===== src/rtl/master_cnn_div_seq.sv =====
// ---------------------------------------------------------------------------
// master_cnn_div_seq
// Sequential restoring radix-2 divider: signed DIN0_WIDTH-bit dividend by an
// unsigned DIN1_WIDTH-bit divisor, producing a signed DOUT_WIDTH-bit quotient
// truncated toward zero and saturated. This is the inverse of the CNN
// datapath's unsigned-17 x signed-18 multiplier and is used to de-normalise
// accumulated conv results. One quotient bit is resolved per clock.
//
// Optional build macro: MASTER_CNN_DIV_REM_EN adds the signed remainder port.
//
// Ports:
//   ap_clk       clock, rising edge
//   ap_rst_n     asynchronous active-low reset (synchronous release upstream)
//   ap_start     request; sampled only while ap_idle=1
//   ap_idle      high in IDLE; operands accepted on this cycle if ap_start=1
//   ap_done      one-cycle pulse when dout/flags become valid
//   din0         signed dividend
//   din1         unsigned divisor
//   dout         signed quotient (held until the next result)
//   overflow     quotient saturated (held)
//   div_by_zero  divisor was zero (held)
//   rem          signed remainder, sign of din0 (only with MASTER_CNN_DIV_REM_EN)
// ---------------------------------------------------------------------------
module master_cnn_div_seq #(
  parameter int DIN0_WIDTH = 35,
  parameter int DIN1_WIDTH = 17,
  parameter int DOUT_WIDTH = 18
) (
  input  logic                         ap_clk,
  input  logic                         ap_rst_n,
  input  logic                         ap_start,
  output logic                         ap_idle,
  output logic                         ap_done,
  input  logic signed [DIN0_WIDTH-1:0] din0,
  input  logic        [DIN1_WIDTH-1:0] din1,
  output logic signed [DOUT_WIDTH-1:0] dout,
  output logic                         overflow,
  output logic                         div_by_zero
`ifdef MASTER_CNN_DIV_REM_EN
  ,
  output logic signed [DIN1_WIDTH:0]   rem
`endif
);

  // Partial remainder is one bit wider than the divisor: after the shift it
  // can reach 2*divisor-1.
  localparam int RW = DIN1_WIDTH + 1;
  localparam int CW = $clog2(DIN0_WIDTH);

  localparam logic [CW-1:0]         CNT_LOAD  = CW'(DIN0_WIDTH - 1);
  localparam logic [DIN0_WIDTH-1:0] ONE_W0    = DIN0_WIDTH'(1);
  localparam logic [DOUT_WIDTH-1:0] ONE_OUT   = DOUT_WIDTH'(1);
  // Largest magnitudes representable for positive / negative results.
  localparam logic [DIN0_WIDTH-1:0] POS_LIMIT =
    {{(DIN0_WIDTH-DOUT_WIDTH+1){1'b0}}, {(DOUT_WIDTH-1){1'b1}}};
  localparam logic [DIN0_WIDTH-1:0] NEG_LIMIT =
    {{(DIN0_WIDTH-DOUT_WIDTH){1'b0}}, 1'b1, {(DOUT_WIDTH-1){1'b0}}};
  localparam logic [DOUT_WIDTH-1:0] DOUT_MAX  = {1'b0, {(DOUT_WIDTH-1){1'b1}}};
  localparam logic [DOUT_WIDTH-1:0] DOUT_MIN  = {1'b1, {(DOUT_WIDTH-1){1'b0}}};

  typedef enum logic [1:0] {S_IDLE, S_CALC, S_FIX, S_DONE} state_t;

  state_t                  state_q, state_d;
  logic [DIN0_WIDTH-1:0]   dvd_q, dvd_d;        // dividend magnitude, becomes quotient
  logic [RW-1:0]           prem_q, prem_d;      // partial remainder
  logic [DIN1_WIDTH-1:0]   divisor_q, divisor_d;
  logic                    sign_q, sign_d;
  logic                    zero_q, zero_d;
  logic [CW-1:0]           cnt_q, cnt_d;
  logic [DOUT_WIDTH-1:0]   dout_q, dout_d;
  logic                    ovf_q, ovf_d;
  logic                    dz_q, dz_d;
  logic                    ap_done_q, ap_done_d;
  logic                    ap_idle_q, ap_idle_d;
`ifdef MASTER_CNN_DIV_REM_EN
  logic [RW-1:0]           rem_q, rem_d;
  logic [RW-1:0]           fix_rem;
`endif

  logic [DIN0_WIDTH-1:0]   din0_u;
  logic [DIN0_WIDTH-1:0]   din0_abs;
  logic [RW-1:0]           prem_shift;
  logic [RW-1:0]           divisor_ext;
  logic [RW-1:0]           prem_sub;
  logic                    prem_ge;
  logic [DOUT_WIDTH-1:0]   q_low;
  logic [DOUT_WIDTH-1:0]   fix_dout;
  logic                    fix_ovf;

  assign din0_u      = din0;
  // Two's-complement negate; -2^MSB maps to 2^MSB, which still fits unsigned.
  assign din0_abs    = din0_u[DIN0_WIDTH-1] ? (~din0_u + ONE_W0) : din0_u;
  assign prem_shift  = {prem_q[RW-2:0], dvd_q[DIN0_WIDTH-1]};
  assign divisor_ext = {1'b0, divisor_q};
  assign prem_sub    = prem_shift - divisor_ext;
  assign prem_ge     = (prem_shift >= divisor_ext);
  assign q_low       = dvd_q[DOUT_WIDTH-1:0];

  // Result shaping: zero divisor first, then saturation, then sign.
  always_comb begin
    fix_dout = sign_q ? (~q_low + ONE_OUT) : q_low;
    fix_ovf  = 1'b0;
`ifdef MASTER_CNN_DIV_REM_EN
    fix_rem  = sign_q ? (~prem_q + RW'(1)) : prem_q;
`endif
    if (zero_q) begin
      fix_dout = sign_q ? DOUT_MIN : DOUT_MAX;
`ifdef MASTER_CNN_DIV_REM_EN
      fix_rem  = '0;
`endif
    end else if (!sign_q && (dvd_q > POS_LIMIT)) begin
      fix_dout = DOUT_MAX;
      fix_ovf  = 1'b1;
`ifdef MASTER_CNN_DIV_REM_EN
      fix_rem  = '0;
`endif
    end else if (sign_q && (dvd_q > NEG_LIMIT)) begin
      fix_dout = DOUT_MIN;
      fix_ovf  = 1'b1;
`ifdef MASTER_CNN_DIV_REM_EN
      fix_rem  = '0;
`endif
    end
  end

  always_comb begin
    state_d   = state_q;
    dvd_d     = dvd_q;
    prem_d    = prem_q;
    divisor_d = divisor_q;
    sign_d    = sign_q;
    zero_d    = zero_q;
    cnt_d     = cnt_q;
    dout_d    = dout_q;
    ovf_d     = ovf_q;
    dz_d      = dz_q;
`ifdef MASTER_CNN_DIV_REM_EN
    rem_d     = rem_q;
`endif
    ap_done_d = 1'b0;
    case (state_q)
      S_IDLE: begin
        if (ap_start) begin
          dvd_d     = din0_abs;
          prem_d    = '0;
          divisor_d = din1;
          sign_d    = din0_u[DIN0_WIDTH-1];
          zero_d    = (din1 == '0);
          cnt_d     = CNT_LOAD;
          state_d   = S_CALC;
        end
      end
      S_CALC: begin
        // Quotient bits shift into the dividend register as its MSBs leave.
        prem_d = prem_ge ? prem_sub : prem_shift;
        dvd_d  = {dvd_q[DIN0_WIDTH-2:0], prem_ge};
        if (cnt_q == '0) begin
          state_d = S_FIX;
        end else begin
          cnt_d = cnt_q - CW'(1);
        end
      end
      S_FIX: begin
        dout_d    = fix_dout;
        ovf_d     = fix_ovf;
        dz_d      = zero_q;
`ifdef MASTER_CNN_DIV_REM_EN
        rem_d     = fix_rem;
`endif
        ap_done_d = 1'b1;
        state_d   = S_DONE;
      end
      default: begin
        state_d = S_IDLE;
      end
    endcase
    ap_idle_d = (state_d == S_IDLE);
  end

  always_ff @(posedge ap_clk or negedge ap_rst_n) begin
    if (!ap_rst_n) begin
      state_q   <= S_IDLE;
      dvd_q     <= '0;
      prem_q    <= '0;
      divisor_q <= '0;
      sign_q    <= 1'b0;
      zero_q    <= 1'b0;
      cnt_q     <= '0;
      dout_q    <= '0;
      ovf_q     <= 1'b0;
      dz_q      <= 1'b0;
`ifdef MASTER_CNN_DIV_REM_EN
      rem_q     <= '0;
`endif
      ap_done_q <= 1'b0;
      ap_idle_q <= 1'b1;
    end else begin
      state_q   <= state_d;
      dvd_q     <= dvd_d;
      prem_q    <= prem_d;
      divisor_q <= divisor_d;
      sign_q    <= sign_d;
      zero_q    <= zero_d;
      cnt_q     <= cnt_d;
      dout_q    <= dout_d;
      ovf_q     <= ovf_d;
      dz_q      <= dz_d;
`ifdef MASTER_CNN_DIV_REM_EN
      rem_q     <= rem_d;
`endif
      ap_done_q <= ap_done_d;
      ap_idle_q <= ap_idle_d;
    end
  end

  assign ap_idle     = ap_idle_q;
  assign ap_done     = ap_done_q;
  assign dout        = dout_q;
  assign overflow    = ovf_q;
  assign div_by_zero = dz_q;
`ifdef MASTER_CNN_DIV_REM_EN
  assign rem         = rem_q;
`endif

endmodule


===== config.mk =====
export PLATFORM = sky130hd
export DESIGN_NAME = master_cnn_div_seq
export DESIGN_NICKNAME = d
export VERILOG_FILES = /design/src/rtl/master_cnn_div_seq.sv
export SDC_FILE = /design/constraint.sdc
export NUM_CORES = 1
export LEC_CHECK = 0
export BUFFER_PORTS_ARGS = -buffer_cell sky130_fd_sc_hd__buf_4
export CELL_PAD_IN_SITES_DETAIL_PLACEMENT = 1
export CELL_PAD_IN_SITES_GLOBAL_PLACEMENT = 2
export CORE_UTILIZATION = 35
export CTS_BUF_LIST = sky130_fd_sc_hd__clkbuf_8
export CTS_CLUSTER_SIZE = 28
export DETAILED_ROUTE_END_ITERATION = 8
export GPL_TIMING_DRIVEN = 0
export PLACE_DENSITY = 0.83
export SETUP_SLACK_MARGIN = 0.3
export SYNTH_ARGS = -nofsm -noshare
export SYNTH_HDL_FRONTEND = slang
export SYNTH_SLANG_ARGS = --single-unit

===== constraint.sdc =====
create_clock -name ap_clk -period 4.62 [get_ports ap_clk]
set_input_delay 0.231 -clock ap_clk [delete_from_list [all_inputs] [get_ports ap_clk]]
set_output_delay 0.231 -clock ap_clk [all_outputs]
set_load 0.01 [all_outputs]

Word-level counts from Yosys, hierarchy flattened
Cells that the tools add are included.
Widths: inputs -> output; s select.

word-level totals
  flip-flop bits (word level) = 101
  input bits = 55
  output and inout port bits = 22
  word-level logic and storage cells = 57

operators by class
  add/sub/neg operators = 4
  $lt $le $gt $ge = 3
  equality and inequality tests = 4
  muxes and demuxes = 21
  bitwise gates (word level) = 2
  reductions and logical operators = 11

operator list
  cell                   count
  $mux 18                5
  $mux 35                2
  $pmux 35 s2            1
  $add 35x1->35 const B  1
  $gt 35x17->1 const B   1
  $gt 35x18->1 const B   1
  $not 35->35            1
  $mux 17                2
  $pmux 17 s2            1
  $add 18x1->18 const B  1
  $ge 18x17->1           1
  $not 18->18            1
  $logic_not 17->1       1
  $sub 17x17->17         1
  $mux 6                 2
  $pmux 6 s2             1
  $logic_not 6->1        1
  $pmux 2 s3             1
  $sub 6x1->6 const B    1
  $logic_not 2->1        2
  $mux 1                 4
  $mux 2                 2
  $ne 2x2->1 const B     2
  $reduce_and 2->1       2
  other kinds (6)        7

Longest topological paths before layout
  word-level depth = 6
  depth in mapped cells = 11
  gate-level depth less buffers = 9

Worst setup path after synthesis
No wires, ideal clock.

  path kind = reg2reg
  start = register dvd_q[34]
  end = register prem_q[14]
  setup time = 0.120 ns
  arrival time = 2.528 ns
  required time = 4.500 ns
  setup slack = 1.971 ns
  stages on the path, launching flop included = 12
  buffers on the path = 2
  cell sequence = dfrtp_1 inv_1 ha_1 fa_1 nor2b_1 o31a_1 o211ai_1 a31oi_1 clkbuf_1 clkbuf_1 o31ai_1 a31o_2

between the ends
  cells in the longest elaborated chain, start to end = 3
  elaborated cells between the ends (all ways) = 4
  those cells by class = add/sub (1); order compare (1); mux (2)

ends and longest elaborated chain
  what                                            RTL line  text
  start, declared                                 64        logic [DIN0_WIDTH-1:0] dvd_q, dvd_d;
  start signal, assigned                          199       dvd_q <= dvd_d;
  $sub 17x17->17 or $ge 18x17->1 (tied branches)  95, 96
  $mux 17 (*)                                     155       prem_d = prem_ge ? prem_sub : prem_shift;
  $pmux 17 s2 (*)                                 141       case (state_q)
  end signal, assigned                            200       prem_q <= prem_d;
  end, declared                                   65        logic [RW-1:0] prem_q, prem_d;

Mark *: on every way between the ends. The rest lies on a longest branch, timed or not.
A chain may end at the register's enable or synchronous reset.

Final worst setup path
Same ends and word-level chain as after synthesis.

==> out/qor.json <==
{
  "ys_ff_latch": 101,
  "dieHeight_um": 137,
  "post-route-period-util_pct": 77.7,
  "max_freq_mhz": 278,
  "initialDrtViolationCount": 291,
  "fin_util_pct": 42.6,
  "synthesis.area_um2": 6340,
  "critPathCaptureType": "flop",
  "ir_worst_vdd_mv": 0.180,
  "synth_compound_area_share_pct": 25.1,
  "minimum_clock_period_after_layout_ns": 3.59,
  "first_pass_grt_wire_length_mm": 32.3,
  "holdCritPathClass": "in -> reg",
  "ff2ff_setup_slack_ns": 1.03,
  "clock_insertion_delay_worst_skew_ns": 0.40,
  "timing_worst_slew_pin_value_ns": 1.13,
  "leakage_nw": 3.22,
  "htree_num_levels": 3,
  "antenna_violating_nets_post_route": 0,
  "gr-usage-all-layers_pct": 22.7,
  "placedCellCount": 1024,
  "drt_drc_violations_left": 0,
  "relSlewSlack_pct": 23.8,
  "via_count_of_the_first_global_routing_pass": 6157,
  "edff_count_synth": 0,
  "core_area_um2": 17500,
  "worst_endpoint_data_arrival_time_ns": 3.90,
  "xor_xnor_fraction_of_synth_area_pct": 8.29,
  "synth_seq_area_share_pct": 39.9,
  "count_of_input_and_output_buffers": 75,
  "yosys_warnings": 0,
  "critPathLaunch": "dvd_q[34]$_DFFE_PN0P_",
  "clk_transition_reported_paths_ns": 0.11,
  "initial_utilization_pct": 36.3,
  "crit_chain": "inv_1, ha_1, fa_1, nor2b_1, o31a_1, o211ai_1, a31oi_1, clkbuf_1, clkbuf_1, o31ai_1, a31o_2",
  "clockRootBuffer": "sky130_fd_sc_hd__clkbuf_8",
  "drt_pre_antenna_iters": 4,
  "post-dp-hpwl_mm": 15.4,
  "yosys.area_share.adder_pct": 4.66,
  "holdWs_ns": 0.0463,
  "postCtsResizedCells": 0,
  "routedWlPerCell_um": 19.4,
  "critPathCapture": "prem_q[14]$_DFFE_PN0P_",
  "final_hold_viol_count": 0,
  "max_cap_violations": 0,
  "grt_overflow": 0,
  "synthesized_area_divided_by_synthesized_cell_count_um2": 8.75,
  "post_cts_setup_buffers": 0,
  "final.setup.tns_ns": 0,
  "critical_path.max_stage_delay_ns": 0.55,
  "worst-r2r-cell-count": 11,
  "floorplan.die_area_um2": 18600,
  "synth-async-reset-ratio_pct": 100,
  "largest_family_of_logic_cells_by_synthesized_area": "compound AO/OA/AOI/OAI gates",
  "rsz0062_at_grt": "false",
  "timing.critical_path.from_type": "flop",
  "synth_nets": 802,
  "synth_mux_area_share_pct": 0.652,
  "rr_startpoint": "dvd_q[34]$_DFFE_PN0P_",
  "yosys.area_share.simple_pct": 16.7,
  "critical-path-slowest-cell": "sky130_fd_sc_hd__clkbuf_1",
  "routability_congestion": 0.874,
  "timing_max_transition_violations_final": 0,
  "tritoncts": "built",
  "power.density_nw_per_um2": 361,
  "post_drt_via_cell_ratio": 5.68,
  "num_io_pins": 77,
  "row_count": 48,
  "cts_hold_repair.buffers": 0,
  "drt_wl_total_mm": 20.2,
  "die_w_um": 137,
  "yosysUniqueCellTypes": 59,
  "clock-sinks": 101,
  "initial_antenna_violation_count": 0,
  "ys.flop_type": "sky130_fd_sc_hd__dfrtp_1",
  "antenna_cells_inserted": 0,
  "layoutNonFillerInstCount": 1042,
  "share_of_post_route_cells_with_drive_strength_above_1_pct": 13.7,
  "timing.setup.critical_path_class": "reg -> reg",
  "layout-area-overhead-vs-synth_pct": 17.5,
  "fin_nets": 890,
  "cts-root-to-sink-buffers": 2,
  "timing.rr.end": "prem_q[14]$_DFFE_PN0P_",
  "post_synth_inst_count": 724,
  "cp_max_fo": 10,
  "status": "complete, no violations",
  "number_of_clock_buffers_inserted_by_tritoncts": 9,
  "cp.required_ns": 4.93,
  "grt_start_max_net_pins": 102,
  "finClkSkew_ns": 0.0162,
  "num_vias": 5918,
  "report.final.setup_viol": 0,
  "worst_path_most_repeated_cell": "sky130_fd_sc_hd__clkbuf_1"
}
-- layout by cell type, fill, tap and decap left out, types with 17 or more instances in the layout --
master                     instances
sky130_fd_sc_hd__a22oi_1          27
sky130_fd_sc_hd__inv_1            33
sky130_fd_sc_hd__xnor2_1          17
sky130_fd_sc_hd__buf_4            76
sky130_fd_sc_hd__o21ai_0          91
sky130_fd_sc_hd__dfrtp_1         100
sky130_fd_sc_hd__o31ai_1          20
sky130_fd_sc_hd__nor2_1           26
sky130_fd_sc_hd__nand2_1          96
sky130_fd_sc_hd__a21oi_1          30
sky130_fd_sc_hd__ha_1             22
sky130_fd_sc_hd__xor2_1           43
sky130_fd_sc_hd__clkbuf_1         36
-- worst min path at each step --
| stage | from | end | cells past startpoint | slack [ns] |
|---|---|---|---|---|
| floorplan | ap_rst_n | ap_done$_DFF_PN0_ | 0 | -0.06 |
| global placement | din1[9] | divisor_q[9]$_DFFE_PN0P_ | 3 | 0.45 |
| detailed placement | din1[6] | divisor_q[6]$_DFFE_PN0P_ | 3 | 0.45 |
| CTS | din1[4] | divisor_q[4]$_DFFE_PN0P_ | 3 | 0.03 |
| global route | din1[9] | divisor_q[9]$_DFFE_PN0P_ | 3 | 0.05 |
| finish | din1[9] | divisor_q[9]$_DFFE_PN0P_ | 3 | 0.05 |
-- Yosys cell counts, drive strengths merged (4+ instances only) --
library cell  count  area (µm²)
xnor2            17         149
o41ai             9        86.3
o22ai             7        43.8
o21ai            96         480
nor3              8        40.0
o21a              6        45.0
clkbuf           36         135
or3              10        62.6
or4               9        78.8
or3b              4        35.0
inv              32         120
o211ai           11        82.6
nand4b            4        35.0
nor4             14        87.6
nand2            96         360
buf               8        42.5
a21oi            30         150
a31oi             4        25.0
a22oi            27         203
o31a              4        35.0
dfrtp           100        2500
nor2             26        97.6
a31o              5        43.8
nand3             8        40.0
o31ai            20         150
a21o              5        37.5
nand4             7        43.8
nor2b             8        50.1
nand2b            9        56.3
a211oi            6        45.0
xor2             43         377
ha               22         275
-- cell type report --
class,count,area (µm²)
Clock buffer,10,138
Inverter,32,120
Clock inverter,6,85.1
Buffer,44,178
Sequential cell,101,2530
Timing Repair Buffer,77,604
Multi-Input combinational cell,547,3510
Fill cell,2063,10000
Tap cell,225,282
-- critical path: cells and delay by family, from the launching register on --
kind	cells	cell delay, ns
flip-flops	1	0.40
AND/OR/NAND/NOR	1	0.28
adder cells (fa/ha/maj)	2	0.62
buffers and inverters	3	1.15
AO/OA/AOI/OAI	5	1.06
-- per-layer routing --
metal  track usage [%]  routed length [µm]  vias to the layer above  share of wire [%]
li1                  -                   -                     2814                  -
met1              30.7                9380                     2982                 46
met2              38.2                9960                      100                 49
met3              2.63                 629                       22                3.1
met4              6.23                 257                        0                1.3
met5                 0                   0                        -                  0
-- per-stage QoR --
stage	setup slack, ns	total power, W	cell area [µm²]
after floorplan	1.97	0.00174	6340
after global placement	1.17	0.00199	7180
after detailed placement	1.07	0.00203	7180
after CTS	1.04	0.00269	7400
after global routing	0.837	0.00284	7450
final	1.03	0.00269	7450
-- kinds of logic after synthesis --
| group | count (synthesis) |
|---|---|
| AOI/OAI and AO/OA | 248 |
| xor gates and xnor gates | 60 |
| adders and majority gates | 23 |
| buffers and inverters | 76 |
| DFF | 101 |
| muxes | 4 |
| and+or+nand+nor | 212 |
-- state kept, by name (all words and copies together), names as in the netlist --
register     flops
ap_done          1
ap_idle          1
cnt_q            6
div_by_zero      1
divisor_q       17
dout            18
dvd_q           35
overflow         1
prem_q          17
sign_q           1
state_q          2
zero_q           1
-- where the power goes --
part	switching (W)	total [W]	leakage, nW	internal [W]
logic	0.000506	0.000889	1.95	0.000383
clock network	0.000346	0.000665	0.114	0.000319
registers	0.000130	0.00113	1.16	0.00100
Power figures use the tool's default switching activity.
